$ cat src/rtl/mem_arbiter_pkg.sv
// Shared definitions for the unified-memory arbiter: default widths,
// FSM state encoding and small state-decode helpers.
package mem_arbiter_pkg;

    localparam int ADDR_W_DEF = 16;
    localparam int DATA_W_DEF = 16;

    // 3-bit state encoding; IDLE is the reset state.
    typedef enum logic [2:0] {
        ST_IDLE   = 3'd0,
        ST_WAIT_I = 3'd1,
        ST_WAIT_D = 3'd2,
        ST_RESP_I = 3'd3,
        ST_RESP_D = 3'd4
    } arb_state_e;

    // True while a memory transaction is outstanding; the only states in
    // which a mem_done pulse is legal.
    function automatic logic is_wait_state(input arb_state_e st);
        return (st == ST_WAIT_I) || (st == ST_WAIT_D);
    endfunction

endpackage

$ cat src/rtl/mem_arbiter_fsm.sv
// Arbitration state machine: fixed data-over-fetch priority, one
// transaction at a time, registered mem_en / done pulses and the sticky
// protocol error flag. Grant and capture strobes are exported so the top
// level can load the transaction registers and capture read data.
module mem_arbiter_fsm
    import mem_arbiter_pkg::*;
(
    input  logic clk,
    input  logic rst_n,
    input  logic i_req,
    input  logic d_req,
    input  logic mem_done,
    output logic grant_i,
    output logic grant_d,
    output logic cap_i,
    output logic cap_d,
    output logic mem_en,
    output logic i_done,
    output logic d_done,
    output logic err
);

    arb_state_e state_r;
    logic       mem_en_r;
    logic       i_done_r;
    logic       d_done_r;
    logic       err_r;

    logic       grant_i_s;
    logic       grant_d_s;
    logic       cap_i_s;
    logic       cap_d_s;

    // Decode grants (IDLE only, data side first) and read-data capture strobes
    always_comb begin
        grant_i_s = 1'b0;
        grant_d_s = 1'b0;
        cap_i_s   = 1'b0;
        cap_d_s   = 1'b0;
        case (state_r)
            ST_IDLE: begin
                if (d_req) begin
                    grant_d_s = 1'b1;
                end else if (i_req) begin
                    grant_i_s = 1'b1;
                end else begin
                    grant_i_s = 1'b0;
                    grant_d_s = 1'b0;
                end
            end
            ST_WAIT_I: begin
                cap_i_s = mem_done;
            end
            ST_WAIT_D: begin
                cap_d_s = mem_done;
            end
            ST_RESP_I, ST_RESP_D: begin
                // No grant while the finishing requester drops its request.
                grant_i_s = 1'b0;
                grant_d_s = 1'b0;
            end
            default: begin
                grant_i_s = 1'b0;
                grant_d_s = 1'b0;
                cap_i_s   = 1'b0;
                cap_d_s   = 1'b0;
            end
        endcase
    end

    // State register plus registered start/done pulses and sticky error
    always_ff @(posedge clk) begin
        if (!rst_n) begin
            state_r  <= ST_IDLE;
            mem_en_r <= 1'b0;
            i_done_r <= 1'b0;
            d_done_r <= 1'b0;
            err_r    <= 1'b0;
        end else begin
            // Start pulse lands in the first WAIT cycle, done in the RESP cycle.
            mem_en_r <= grant_i_s | grant_d_s;
            i_done_r <= cap_i_s;
            d_done_r <= cap_d_s;

            // A completion with nothing outstanding is a protocol violation,
            // including a stale one from a transaction abandoned by reset.
            if (mem_done && !is_wait_state(state_r)) begin
                err_r <= 1'b1;
            end else begin
                err_r <= err_r;
            end

            case (state_r)
                ST_IDLE: begin
                    if (grant_d_s) begin
                        state_r <= ST_WAIT_D;
                    end else if (grant_i_s) begin
                        state_r <= ST_WAIT_I;
                    end else begin
                        state_r <= ST_IDLE;
                    end
                end
                ST_WAIT_I: begin
                    if (mem_done) begin
                        state_r <= ST_RESP_I;
                    end else begin
                        state_r <= ST_WAIT_I;
                    end
                end
                ST_WAIT_D: begin
                    if (mem_done) begin
                        state_r <= ST_RESP_D;
                    end else begin
                        state_r <= ST_WAIT_D;
                    end
                end
                ST_RESP_I, ST_RESP_D: begin
                    state_r <= ST_IDLE;
                end
                default: begin
                    state_r <= ST_IDLE;
                end
            endcase
        end
    end

    assign grant_i = grant_i_s;
    assign grant_d = grant_d_s;
    assign cap_i   = cap_i_s;
    assign cap_d   = cap_d_s;
    assign mem_en  = mem_en_r;
    assign i_done  = i_done_r;
    assign d_done  = d_done_r;
    assign err     = err_r;

endmodule

$ cat src/rtl/mem_arbiter.sv
// Arbiter/sequencer for the single-ported unified memory shared by
// instruction fetch and the memory stage. Holds the transaction address,
// write data and read-data capture registers and forms the stall signals;
// sequencing lives in mem_arbiter_fsm.
module mem_arbiter
    import mem_arbiter_pkg::*;
#(
    parameter int ADDR_W = ADDR_W_DEF,
    parameter int DATA_W = DATA_W_DEF
) (
    input  logic              clk,
    input  logic              rst_n,
    input  logic              i_req,
    input  logic [ADDR_W-1:0] i_addr,
    output logic              i_done,
    output logic [DATA_W-1:0] i_rdata,
    input  logic              d_req,
    input  logic              d_wr,
    input  logic [ADDR_W-1:0] d_addr,
    input  logic [DATA_W-1:0] d_wdata,
    output logic              d_done,
    output logic [DATA_W-1:0] d_rdata,
    output logic              mem_en,
    output logic              mem_wr,
    output logic [ADDR_W-1:0] mem_addr,
    output logic [DATA_W-1:0] mem_wdata,
    input  logic [DATA_W-1:0] mem_rdata,
    input  logic              mem_done,
    output logic              if_stall,
    output logic              mem_stall,
    output logic              err
);

    logic              grant_i_s;
    logic              grant_d_s;
    logic              cap_i_s;
    logic              cap_d_s;
    logic              mem_en_s;
    logic              i_done_s;
    logic              d_done_s;
    logic              err_s;

    logic              mem_wr_r;
    logic [ADDR_W-1:0] mem_addr_r;
    logic [DATA_W-1:0] mem_wdata_r;
    logic [DATA_W-1:0] i_rdata_r;
    logic [DATA_W-1:0] d_rdata_r;

    mem_arbiter_fsm u_fsm (
        .clk      (clk),
        .rst_n    (rst_n),
        .i_req    (i_req),
        .d_req    (d_req),
        .mem_done (mem_done),
        .grant_i  (grant_i_s),
        .grant_d  (grant_d_s),
        .cap_i    (cap_i_s),
        .cap_d    (cap_d_s),
        .mem_en   (mem_en_s),
        .i_done   (i_done_s),
        .d_done   (d_done_s),
        .err      (err_s)
    );

    // Latch the granted request's command; held until the next grant
    always_ff @(posedge clk) begin
        if (!rst_n) begin
            mem_wr_r    <= 1'b0;
            mem_addr_r  <= {ADDR_W{1'b0}};
            mem_wdata_r <= {DATA_W{1'b0}};
        end else begin
            if (grant_d_s) begin
                mem_wr_r    <= d_wr;
                mem_addr_r  <= d_addr;
                mem_wdata_r <= d_wdata;
            end else if (grant_i_s) begin
                // Fetch is always a read; write data is left untouched.
                mem_wr_r    <= 1'b0;
                mem_addr_r  <= i_addr;
                mem_wdata_r <= mem_wdata_r;
            end else begin
                mem_wr_r    <= mem_wr_r;
                mem_addr_r  <= mem_addr_r;
                mem_wdata_r <= mem_wdata_r;
            end
        end
    end

    // Capture returning read data into the owning requester's register
    always_ff @(posedge clk) begin
        if (!rst_n) begin
            i_rdata_r <= {DATA_W{1'b0}};
            d_rdata_r <= {DATA_W{1'b0}};
        end else begin
            if (cap_i_s) begin
                i_rdata_r <= mem_rdata;
            end else begin
                i_rdata_r <= i_rdata_r;
            end
            // Writes complete without disturbing the last read value.
            if (cap_d_s && !mem_wr_r) begin
                d_rdata_r <= mem_rdata;
            end else begin
                d_rdata_r <= d_rdata_r;
            end
        end
    end

    // Stalls drop in the done cycle so the pipeline advances exactly then.
    assign if_stall  = i_req & ~i_done_s;
    assign mem_stall = d_req & ~d_done_s;

    assign i_done    = i_done_s;
    assign d_done    = d_done_s;
    assign i_rdata   = i_rdata_r;
    assign d_rdata   = d_rdata_r;
    assign mem_en    = mem_en_s;
    assign mem_wr    = mem_wr_r;
    assign mem_addr  = mem_addr_r;
    assign mem_wdata = mem_wdata_r;
    assign err       = err_s;

endmodule

$ cat config.mk
export PLATFORM = sky130hd
export DESIGN_NAME = mem_arbiter
export DESIGN_NICKNAME = d
export VERILOG_FILES = /design/src/rtl/mem_arbiter_pkg.sv /design/src/rtl/mem_arbiter_fsm.sv /design/src/rtl/mem_arbiter.sv
export SDC_FILE = /design/constraint.sdc
export NUM_CORES = 1
export LEC_CHECK = 0
export BUFFER_PORTS_ARGS = -buffer_cell sky130_fd_sc_hd__buf_2
export CAP_MARGIN = 10
export CORE_MARGIN = 2
export CORE_UTILIZATION = 50
export DETAILED_ROUTE_END_ITERATION = 12
export GPL_TIMING_DRIVEN = 0
export HOLD_SLACK_MARGIN = 0.06
export MAX_ROUTING_LAYER = met4
export PLACE_DENSITY = 0.87
export SLEW_MARGIN = 20
export SYNTH_ARGS = -nofsm -noshare
export SYNTH_HDL_FRONTEND = slang
export SYNTH_HIERARCHICAL = 1
export SYNTH_SLANG_ARGS = --single-unit
$ cat constraint.sdc
create_clock -name clk -period 4.5 [get_ports clk]
set_input_delay 0.225 -clock clk [delete_from_list [all_inputs] [get_ports clk]]
set_output_delay 0.225 -clock clk [all_outputs]
set_load 0.02 [all_outputs]
# --- After elaboration in Yosys (flattened, before gate mapping) ---
# Cells that the tools add are included.
classes:
  n_addsub: 0
  n_mul: 0
  n_div: 0
  order_cmp: 0
  eq_ne: 2
  shifts: 0
  n_mux: 16
  bitwise: 5
  reduce_logical: 7
ops:
  columns: ["cell", "n"]
  rows:
  - ["16-bit 2-to-1 mux", 2]
  - ["1-bit 2-to-1 mux", 10]
  - ["3-bit one-hot mux with 3 select lines", 1]
  - ["3-bit 2-to-1 mux", 2]
  - ["3-bit by 1-bit equality test with 1-bit output (second input constant)", 1]
  - ["3-bit by 2-bit equality test with 1-bit output (second input constant)", 1]
  - ["3-bit zero test", 1]
  - ["1-bit AND", 2]
  - ["1-bit logical AND", 2]
  - ["1-bit zero test", 2]
  - ["2-bit 2-to-1 mux", 1]
  - ["1-bit inverter", 2]
  - ["2-bit nonzero test", 1]
  - ["1-bit logical OR", 1]
  - ["1-bit bitwise OR", 1]
totals:
  ff_bits: 72
  latchBits: 0
  ramBits: 0
  rom_bits: 0
  inputBits: 70
  out_inout_bits: 71
  word_cells: 40
  n_memories: 0

# --- Depth between registers and ports, before layout ---
# Gate-level depths: netlist of the first run.
logic_depth:
  word_depth: 6
  ltp_mapped: 7
  depth_no_buf: 5

# --- By module ---
# Netlist of the first run, hierarchy kept.
modules_own_cells:
  columns: ["module", "n_inst", "cells_per_inst", "area_per_inst_um2", "seq_area_each_um2"]
  rows:
  - ["mem_arbiter", 1, 253, 2726.4, 1301.2]
  - ["mem_arbiter_fsm", 1, 30, 256.5, 120.1]

# --- Least setup slack after synthesis of the first run ---
# No wires, ideal clock.
synth_timing:
  path_type: "register -> register"
  start: "register u_fsm.state_r[2]"
  end: "register mem_addr_r[2], in the netlist mem_addr[2]"
  setup_time_ns: 0.122
  arrival_ns: 1.317
  required_time_ns: 4.378
  path_slack_ns: 3.061
  stages_incl_launch_ff: 7
  path_buffers: 2
  synth_period_minus_slack_ns: 1.439
  path_cell_list: "dfxtp_1 nor4b_1 buf_6 inv_2 buf_6 o21ai_0 a21oi_1"
synth_via:
  elab_chain_len: 3
  elab_cells_between_ends: 5
  cone_classes: "3 x mux; 2 x reduce/logical"
synth_rtl:
  columns: ["item", "line_no", "rtl"]
  rows:
  - ["start: declaration", "mem_arbiter_fsm.sv:23", "arb_state_e state_r;"]
  - ["start signal: assignment", "mem_arbiter_fsm.sv:74", "state_r <= ST_IDLE;"]
  - ["start signal: assignment", "mem_arbiter_fsm.sv:96", "state_r <= ST_WAIT_D;"]
  - ["start signal: assignment", "mem_arbiter_fsm.sv:98", "state_r <= ST_WAIT_I;"]
  - ["3-bit zero test *", "mem_arbiter_fsm.sv:40", "case (state_r)"]
  - ["1-bit 2-to-1 mux *", "mem_arbiter_fsm.sv:40", null]
  - ["net grant_d_s", "mem_arbiter.sv:35", "logic grant_d_s;"]
  - ["16-bit 2-to-1 mux / 2-bit nonzero test (equally long branches)", null, null]
  - ["end signal: assignment", "mem_arbiter.sv:69", "mem_addr_r <= {ADDR_W{1'b0}};"]
  - ["end signal: assignment", "mem_arbiter.sv:74", "mem_addr_r <= d_addr;"]
  - ["end signal: assignment", "mem_arbiter.sv:79", "mem_addr_r <= i_addr;"]
  - ["end: declaration", "mem_arbiter.sv:44", "logic [ADDR_W-1:0] mem_addr_r;"]
# Mark *: on every way through the listed nets, which the timed path passes. The rest lies on a longest branch.
# A chain may end at the register's enable or synchronous reset.

# --- Worst setup path in the final report of the first run ---
layout_timing:
  start: "register u_fsm.state_r[1]"
  end: "register mem_addr_r[8], in the netlist mem_addr[8]"
# Same word-level chain as after synthesis.

==> qor.csv, run 1 <==
stage,metric,value,unit
global_routing,first_global_vias,2404,
setup_path,required,4.71,ns
setup_path,cp_data_arrival_time,1.81,ns
outcome,status,finished clean,
place,gp_congestion,0.7349,
route,drtAntennaViolNets,0,
finish,final_util,0.6737,
clocking,clk_pin_slew_worst_paths,0.07,ns
timing,setup_viol,0,
die,io_pins,141,
synthesis,syn_inst,283,
setup_path,path_class,flip-flop to flip-flop,
clocking,clk_latency,0.33,ns
clocking,post-cts-setup-buffers,0,
route,drtIter0Drc,68,
setup_path,start_kind,flip-flop,
timing,post-route-period-util,0.3543,
die,chipWidth,81.24,microns
synthesis,ys.flop_type,dfxtp_1,
die,dieArea,0.006600,sq mm
route,dr.pass1.iters,4,
die,core,0.005851,sq mm
synthesis,synth_warnings,6,
clocking,cts_tree,built,
finish,areaGrowthSynthToFinish,32.13,%
synthesis,yosysUniqueCellTypes,28,
place,placed_area,0.003777,sq mm
place,portBuffers,140,
route,vias,2520,
timing,hold_violations,0,
power,vdd_drop_max,0.2072,mV
power,power_density,356.4,mW/mm^2
finish,fin_area,0.003941,sq mm
synthesis,synth_edf_count,0,
finish,drive_gt1_frac,0.4348,
timing,max_slew_margin,0.7589,
synthesis,syn-cell-area,0.002983,sq mm
finish,final_nets,504,
global_routing,grt_use_total,0.2147,
setup_path,path_buf_inv,3,
min_path,hp-class,primary input to flip-flop,
timing,tightest_slew,0.3616,ns
synthesis,ys_ff_latch,71,
setup_path,cp_slowest_stage_delay,0.39,ns
route,drcViolationCount,0,
timing,min_period,1.594,ns
global_routing,grt_pass1_wl,10.63,mm
setup_path,cpMaxStageDelayCell,nor4b_1,
clocking,postCtsHoldBufs,0,
clocking,clkSinkCount,71,
timing,slew_viol_final,0,
die,die_h,81.24,microns
synthesis,synth_top_area_share,0.4765,
place,dpl.hpwl,5.250,mm
synthesis,yosysMostFrequentCell,dfxtp_1,
clocking,cts_buffer_depth,2,
setup_path,cp-end-kind,flip-flop,
setup_path,cp_max_fo,10,
global_routing,grt_antenna_before_repair,0,
synthesis,synth_area_per_cell,10.54,sq um
synthesis,yosys.area.top_type,dfxtp_1,
setup_path,worstPathCellList,nor4b_1 > buf_6 > inv_2 > buf_6 > o21ai_0 > a21oi_1,
route,routedWlPerCell,13.48,microns
setup_path,crit_top_cell,buf_6,
route,viasPerCell,4.922,
finish,diodes,0,
global_routing,gr-total-overflow,0,
timing,fin_worst_skew,0.007687,ns
synthesis,ys_top_cells_by_count,"dfxtp_1, mux2i_1, nor2b_1",
timing,hold-worst-slack,0.1477,ns
timing,finalSetupTns,0,ns
setup_path,crit_family,buffers and inverters,
clocking,clock-root-buffer,clkbuf_8,
die,rows,28,
synthesis,async_flop_share,0,
run,maxCapViolCount,0,
clocking,cts_resized,0,
finish,fillers,501,
route,wirelength,6.900,mm
clocking,htreeDepth,3,
global_routing,grt_max_degree,11,
synthesis,syn_nets,353,
place,dp_slack,2.902,ns
timing,fmax,0.6273,GHz
synthesis,netlist_top_cells_area,"dfxtp_1, mux2i_1, nor2b_1",
clocking,cts_made_buffers,9,
synthesis,yosysSeqAreaShare,0.4765,
power,p_leak,1.780,nW
timing,rsz0062_at_grt,no,
timing,setup_ws,2.906,ns
die,start_util,0.5098,
-- final cells by class --
class,instances,area [sq um],share of cell area
clock inverter,1,5.005,0.001270
clock buffer,13,158.9,0.04032
buffer,20,182.7,0.04635
sequential,71,1421,0.3606
multi-input combinational,189,1368,0.3470
inverter,3,11.26,0.002857
tap,75,93.84,0.02381
timing repair buffer,140,700.7,0.1778
-- registers in the layout, summed over array words and instances (netlist names) --
signal	count
mem_addr	16
u_fsm/err	1
mem_wr	1
u_fsm/i_done	1
u_fsm/mem_en	1
d_rdata	16
mem_wdata	16
u_fsm/state_r	3
i_rdata	16
-- layer usage --
layer	up-vias	share of wire	global-route usage
met5	-	0	-
met4	0	0.017	0.09322
met3	16	0.053	0.04333
met2	92	0.50	0.3653
met1	1159	0.43	0.2450
li1	1253	-	-
-- where the power goes --
group / total (mW) / switching [mW] / internal [mW]
Sequential: 0.693 / 0.0244 / 0.669
Combinational: 0.271 / 0.151 / 0.120
Clock: 0.440 / 0.216 / 0.224
-- path summary, 6_finish.rpt --
| check | startpoint | end | slack (ns) | depth (start not counted) |
|---|---|---|---|---|
| setup / recovery | u_fsm/state_r[1]$_SDFF_PN0_ | mem_addr[8]$_SDFFE_PN0P_ | 2.91 | 6 |
| setup reg to reg | u_fsm/state_r[1]$_SDFF_PN0_ | mem_addr[8]$_SDFFE_PN0P_ | 2.91 | 6 |
| hold / removal | mem_rdata[11] | d_rdata[11]$_SDFFE_PN0P_ | 0.15 | 3 |
| hold reg to reg | d_rdata[0]$_SDFFE_PN0P_ | d_rdata[0]$_SDFFE_PN0P_ | 0.47 | 2 |
-- cell usage in the layout, fill, tap and decap left out, drive strengths merged --
master / count
a211oi: 2
a21boi: 16
a21oi: 18
and2b: 1
buf: 156
clkbuf: 17
clkinv: 1
dfxtp: 71
inv: 3
mux2i: 48
nand2: 32
nand2b: 6
nand3b: 1
nor2: 7
nor2b: 35
nor3b: 1
nor4: 2
nor4b: 1
o211ai: 1
o21ai: 18
-- per-stage QoR --
stage | power [mW] | cells
after global placement | 0.9699 | 498
after detailed placement | 0.9800 | 498
final | 1.405 | 512
after floorplan | 0.8805 | 283
after CTS | 1.418 | 512
after global routing | 1.469 | 512
-- cell families after synthesis --
group	Yosys count	synth area share
flops	71	0.4765
mux	48	0.1611
buf+inv	23	0.06502
simple gates	86	0.1749
compound gates	55	0.1225
-- worst reg2reg max path: cells and delay by family, from the launching register on --
kind,cells,cell delay [ns]
buffers and inverters,3,0.46
AOI/OAI and AO/OA,2,0.27
DFF,1,0.37
and+or+nand+nor,1,0.39
No activity file was read; power rests on OpenSTA's default activity.
==> inputs of run 2 (changes only) <==
--- a/config.mk
+++ b/config.mk
@@ -8,12 +8,12 @@
 export BUFFER_PORTS_ARGS = -buffer_cell sky130_fd_sc_hd__buf_2
 export CAP_MARGIN = 10
 export CORE_MARGIN = 2
-export CORE_UTILIZATION = 50
+export CORE_UTILIZATION = 46
 export DETAILED_ROUTE_END_ITERATION = 12
 export GPL_TIMING_DRIVEN = 0
 export HOLD_SLACK_MARGIN = 0.06
 export MAX_ROUTING_LAYER = met4
-export PLACE_DENSITY = 0.87
+export PLACE_DENSITY = 0.81
 export SLEW_MARGIN = 20
 export SYNTH_ARGS = -nofsm -noshare
 export SYNTH_HDL_FRONTEND = slang
==> constraint.sdc (replaced) <==
create_clock -name clk -period 1.59 [get_ports clk]
set_input_delay 0.0795 -clock clk [delete_from_list [all_inputs] [get_ports clk]]
set_output_delay 0.0795 -clock clk [all_outputs]
set_load 0.02 [all_outputs]
==> run 2 against run 1 <==
Compared with the run above: sequential share of layout area shrank 6.7 points; global-route usage grew 5.9 points; utilization grew 9.4 points; die area grew 8.3%; wire length grew 47%; cell count grew 16%; clock-buffer cell count shrank 2; first-iteration DRC count grew 26%; largest power group unchanged; highest routed layer unchanged.
==> qor.csv, run 2 (synthesized netlist as in run 1, its figures left out) <==
stage,metric,value,unit
place,gp_congestion,0.7653,
route,wirelength,10.14,mm
min_path,hp-class,primary input to flip-flop,
setup_path,cp_max_fo,7,
finish,seq_area,0.001424,sq mm
finish,diodes,0,
finish,drive_gt1_frac,0.4159,
setup_path,start_kind,primary input,
finish,final_nets,583,
outcome,status,finished clean,
clocking,clk_pin_slew_worst_paths,0.09,ns
finish,multi_input_area,0.001436,sq mm
route,vias,3028,
route,drtAntennaViolNets,0,
die,io_pins,141,
clocking,clock-root-buffer,clkbuf_8,
setup_path,path_class,primary input to flip-flop,
setup_path,r2r_end,mem_addr[12]$_SDFFE_PN0P_,
setup_path,crit_end,mem_addr[12]$_SDFFE_PN0P_,
die,start_util,0.4725,
timing,tightest_slew,0.4430,ns
route,routedWlPerCell,17.07,microns
global_routing,grt_max_degree,12,
route,drcViolationCount,0,
power,comb_power_share,0.224,
setup_path,cp-end-kind,flip-flop,
global_routing,grtUsageMet2,0.4660,
die,core,0.006314,sq mm
finish,layout_commonest_cell,buf_2,
finish,layout_common_cells,"buf_2, dfxtp_1, dlygate4sd3_1",
timing,max_slew_margin,0.7046,
timing,post-route-period-util,0.9873,
timing,fin_worst_skew,0.01975,ns
setup_path,crit_start,i_req,
global_routing,gr-total-overflow,0,
global_routing,grt_pass1_wl,14.92,mm
timing,hold-worst-slack,0.08326,ns
global_routing,gr-usage-met1,0.2951,
timing,setup_viol,0,
place,portBuffers,140,
timing,rsz0062_at_grt,yes,
timing,fmax,0.6370,GHz
power,power_density,950.2,mW/mm^2
finish,fillers,392,
finish,areaGrowthSynthToFinish,62.46,%
timing,slew_viol_final,0,
power,p_int,3.316,mW
clocking,cts_made_buffers,9,
die,die_h,84.53,microns
die,chipWidth,84.53,microns
place,dpl.hpwl,5.181,mm
global_routing,first_global_vias,3043,
setup_path,required,1.80,ns
power,clkPwrFrac,0.345,
power,seqPwrFrac,0.431,
die,dieArea,0.007144,sq mm
setup_path,cp_slowest_stage_delay,0.52,ns
setup_path,cpMaxStageDelayCell,dlygate4sd3_1,
setup_path,worstPathCellList,dlygate4sd3_1 > buf_2 > nand2b_4 > nor4_4 > buf_6 > buf_12 > mux2i_1 > a21oi_1,
clocking,cts_buffer_depth,2,
setup_path,cp_data_arrival_time,1.78,ns
clocking,clkSinkCount,71,
clocking,cts_tree,built,
global_routing,grt_antenna_before_repair,0,
setup_path,regToRegSetupSlack,0.06,ns
route,dr.pass1.iters,4,
run,maxCapViolCount,0,
clocking,htreeDepth,3,
place,dp_slack,0.009875,ns
power,vdd_drop_max,0.7400,mV
global_routing,grt_use_total,0.2740,
route,drtIter0Drc,86,
timing,hold_violations,0,
power,switching_share,0.2798,
timing,setup_ws,0.02015,ns
power,p_leak,2.166,nW
global_routing,grt.busiest_layer,met2,
clocking,clk_latency,0.34,ns
setup_path,reg2reg_from,u_fsm/state_r[2]$_SDFF_PN0_,
power,p_switching,1.288,mW
setup_path,rr_worst_depth,5,
timing,min_period,1.570,ns
route,viasPerCell,5.098,
global_routing,grtUsageMet3,0.07178,
die,rows,29,
run 2: cell types whose count changed in the layout (fill, tap and decap cells not counted), moves of 2 or more:
cell,before,now
buf_4,1,12
bufinv_16,0,2
dfxtp_1,71,69
dfxtp_2,0,2
dlygate4sd3_1,0,67
mux2i_1,48,43
mux2i_2,0,3
mux2i_4,0,2
o21ai_0,17,15
o21ai_1,1,3
run 2: per-layer routing:
metal / share of wire / vias to the layer above
met3: 0.064 / 33
met1: 0.39 / 1421
met5: 0 / -
li1: - / 1411
met4: 0.035 / 0
met2: 0.51 / 163
run 2: cell type report:
cell class,count,area share
Timing Repair Buffer,219,0.3052
Multi-Input combinational cell,189,0.2964
Sequential cell,71,0.2938
Buffer,20,0.03873
Clock buffer,11,0.02918
Tap cell,77,0.01988
Clock inverter,4,0.01446
Inverter,3,0.002324
run 2: per-stage QoR:
| step | std cells | area (sq um) | utilization | TNS [ns] | power (mW) |
|---|---|---|---|---|---|
| after detailed placement | 500 | 3780 | 0.5987 | 0 | 2.768 |
| after floorplan | 283 | 2983 | - | 0 | 2.492 |
| after global routing | 594 | 4846 | 0.7675 | -0.3971 | 4.766 |
| final | 594 | 4846 | 0.7675 | 0 | 4.605 |
| after global placement | 500 | 3780 | 0.5987 | 0 | 2.746 |
| after CTS | 582 | 4662 | 0.7384 | 0 | 4.441 |
run 2: worst max-delay path: cells and delay by family:
family	cells	cell delay (ns)
AO/OA/AOI/OAI	1	0.14
buffers and inverters	4	0.99
AND/OR/NAND/NOR	2	0.36
multiplexers	1	0.20
run 2: what timing repair did:
action                     4_1_cts  5_1_grt
hold endpoints to repair        69        0
hold buffers                    67        0
gates resized for setup          0       17
setup endpoints to repair        0       38
setup buffers                    0       11
run 2: worst min-delay path by stage:
stage | start | cells past startpoint | to | slack, ns
floorplan | rst_n | 2 | u_fsm/err$_SDFFE_PN0P_ | 0.22
global placement | d_wdata[11] | 3 | mem_wdata[11]$_SDFFE_PN0P_ | 0.33
detailed placement | d_wdata[9] | 3 | mem_wdata[9]$_SDFFE_PN0P_ | 0.35
CTS | mem_done | 3 | u_fsm/state_r[2]$_SDFF_PN0_ | 0.06
global route | mem_done | 3 | u_fsm/state_r[2]$_SDFF_PN0_ | 0.07
finish | mem_done | 3 | u_fsm/err$_SDFFE_PN0P_ | 0.08
run 2: power groups by stage:
stage / registers [mW] / clock network [mW] / logic, mW
after floorplan: 2.13 / 0 / 0.360
after global placement: 1.99 / 0 / 0.752
after global routing: 1.99 / 1.68 / 1.09
after CTS: 1.96 / 1.58 / 0.898
final: 1.98 / 1.59 / 1.03
after detailed placement: 2.00 / 0 / 0.769
==> inputs of run 3 (changes only) <==
--- a/config.mk
+++ b/config.mk
@@ -5,15 +5,16 @@
 export SDC_FILE = /design/constraint.sdc
 export NUM_CORES = 1
 export LEC_CHECK = 0
-export BUFFER_PORTS_ARGS = -buffer_cell sky130_fd_sc_hd__buf_2
 export CAP_MARGIN = 10
+export CELL_PAD_IN_SITES_DETAIL_PLACEMENT = 0
+export CELL_PAD_IN_SITES_GLOBAL_PLACEMENT = 1
 export CORE_MARGIN = 2
 export CORE_UTILIZATION = 46
 export DETAILED_ROUTE_END_ITERATION = 12
-export GPL_TIMING_DRIVEN = 0
+export DONT_BUFFER_PORTS = 1
 export HOLD_SLACK_MARGIN = 0.06
 export MAX_ROUTING_LAYER = met4
-export PLACE_DENSITY = 0.81
+export PLACE_DENSITY = 0.8
 export SLEW_MARGIN = 20
 export SYNTH_ARGS = -nofsm -noshare
 export SYNTH_HDL_FRONTEND = slang
==> run 3 against run 2 <==
Compared with the run above: critical path depth is 3 lower; cell count is 26% lower; register-to-register slack better by 0.03 ns; clock power is 21% lower; worst setup slack better by 0.075 ns; largest power group unchanged; utilization is 14 points lower; via count is 26% lower; first-iteration DRC count is 22% lower; combinational power is 44% lower; sequential power is 7% higher.
==> qor.csv, run 3 (synthesized netlist as in run 1, its figures left out) <==
stage,metric,value,unit
finish,drive_gt1_frac,0.1519,
die,core,0.006314,sq mm
clocking,cts_made_buffers,9,
timing,max_slew_margin,0.7309,
timing,min_period,1.495,ns
power,switching_share,0.2760,
power,p_switching,1.093,mW
setup_path,cp_data_arrival_time,1.71,ns
place,dp_slack,0.08716,ns
finish,layout_common_cells,"dfxtp_1, dlygate4sd3_1, mux2i_1",
setup_path,crit_start,u_fsm/state_r[1]$_SDFF_PN0_,
clocking,cts_buffer_depth,2,
setup_path,reg2reg_from,u_fsm/state_r[1]$_SDFF_PN0_,
global_routing,first_global_vias,2327,
min_path,hp-class,primary input to flip-flop,
power,seqPwrFrac,0.536,
setup_path,path_class,flip-flop to flip-flop,
route,viasPerCell,5.112,
setup_path,regToRegSetupSlack,0.09,ns
route,drcViolationCount,0,
power,p_int,2.866,mW
run,maxCapViolCount,0,
power,vdd_drop_max,0.6508,mV
die,dieArea,0.007144,sq mm
route,drtIter0Drc,67,
setup_path,crit_end,mem_wdata[10]$_SDFFE_PN0P_,
global_routing,grt_use_total,0.1969,
power,power.total,3.959,mW
timing,fmax,0.6688,GHz
timing,post-route-period-util,0.9404,
clocking,clk_pin_slew_worst_paths,0.07,ns
setup_path,cp-end-kind,flip-flop,
setup_path,required,1.80,ns
outcome,status,finished clean,
die,start_util,0.4725,
route,routedWlPerCell,15.52,microns
place,gp_congestion,0.7100,
clocking,clkSinkCount,71,
clocking,htreeDepth,3,
setup_path,r2r_end,mem_wdata[10]$_SDFFE_PN0P_,
power,power_density,999.7,mW/mm^2
global_routing,grt_pass1_wl,10.87,mm
timing,tightest_slew,0.4029,ns
clocking,clock-root-buffer,clkbuf_8,
place,portBuffers,0,
clocking,cts_tree,built,
min_path,hold_depth,3,
global_routing,grt_max_degree,69,
route,wirelength,6.814,mm
clocking,clk_latency,0.33,ns
setup_path,cp_max_fo,8,
route,vias,2244,
timing,fin_worst_skew,0.007887,ns
die,chipWidth,84.53,microns
timing,setup_viol,0,
route,drtAntennaViolNets,0,
timing,hold_violations,0,
timing,hold-worst-slack,0.1021,ns
finish,areaGrowthSynthToFinish,32.76,%
power,comb_power_share,0.146,
place,dpl.hpwl,4.062,mm
power,p_leak,1.432,nW
route,dr.pass1.iters,4,
global_routing,gr-total-overflow,0,
setup_path,start_kind,flip-flop,
die,io_pins,141,
die,die_h,84.53,microns
global_routing,grt_antenna_before_repair,0,
finish,diodes,0,
clocking,post-cts-setup-buffers,0,
die,rows,29,
timing,slew_viol_final,0,
power,clkPwrFrac,0.319,
timing,setup_ws,0.09482,ns
setup_path,rr_worst_depth,5,
timing,finalSetupTns,0,ns
finish,final_nets,427,
timing,rsz0062_at_grt,no,
[run 3: cell types whose count changed in the layout (fill, tap and decap cells not counted), moves of 2 or more]
cell | before | now
buf_4 | 12 | 9
bufinv_16 | 2 | 0
buf_2 | 144 | 0
mux2i_2 | 3 | 0
buf_6 | 8 | 0
clkbuf_1 | 5 | 2
mux2i_4 | 2 | 0
buf_12 | 2 | 5
dlygate4sd3_1 | 67 | 69
mux2i_1 | 43 | 48
[run 3: layer usage]
| metal | routed length [microns] | part of all wire | up-vias | global-route usage |
|---|---|---|---|---|
| met1 | 2745 | 0.40 | 1021 | 0.2097 |
| met3 | 548 | 0.080 | 12 | 0.06096 |
| met2 | 3397 | 0.50 | 106 | 0.3336 |
| met5 | 0 | 0 | - | - |
| met4 | 123 | 0.018 | 0 | 0.09091 |
| li1 | - | - | 1105 | - |
[run 3: worst max-delay path, cell delays in order, from the launching register on]
cell and delay, ns:
dfxtp_2 0.37, nor4b_4 0.30, buf_4 0.20, buf_4 0.19, mux2i_1 0.24, nor2b_1 0.08
[run 3: final cells by class]
class	instances	area, sq um
clock buffers	13	158.9
multi-input cells	189	1391
clock inverters	3	17.52
well taps	77	96.34
flip-flops and latches	71	1424
inverters	3	13.76
repair buffers	83	858.3
fillers	523	2354
[run 3: what timing repair did]
| action | in CTS | in global routing |
|---|---|---|
| endpoints found under the setup margin | 0 | 29 |
| resized for setup | 0 | 8 |
| hold buffers | 70 | 0 |
| endpoints found under the hold margin | 71 | 0 |
[run 3: how the worst min path moves through the flow]
stage	start	endpoint
CTS	rst_n	mem_addr[11]$_SDFFE_PN0P_
floorplan	rst_n	u_fsm/err$_SDFFE_PN0P_
global route	rst_n	i_rdata[8]$_SDFFE_PN0P_
detailed placement	rst_n	mem_wdata[2]$_SDFFE_PN0P_
finish	rst_n	u_fsm/err$_SDFFE_PN0P_
global placement	rst_n	mem_wdata[4]$_SDFFE_PN0P_
[run 3: power by group through the flow]
| stage | Sequential (mW) | Clock, mW | Combinational, mW |
|---|---|---|---|
| floorplan | 2.13 | 0 | 0.360 |
| global placement | 2.15 | 0 | 0.384 |
| detailed placement | 2.15 | 0 | 0.396 |
| CTS | 2.11 | 1.31 | 0.562 |
| global route | 2.13 | 1.38 | 0.631 |
| finish | 2.12 | 1.26 | 0.577 |
[run 3: through the flow]
stage	util	cells	cell area (sq um)
detailed placement	0.4845	353	3059
floorplan	-	283	2983
global route	0.6272	439	3960
finish	0.6272	439	3960
CTS	0.6251	439	3946
global placement	0.4845	353	3059
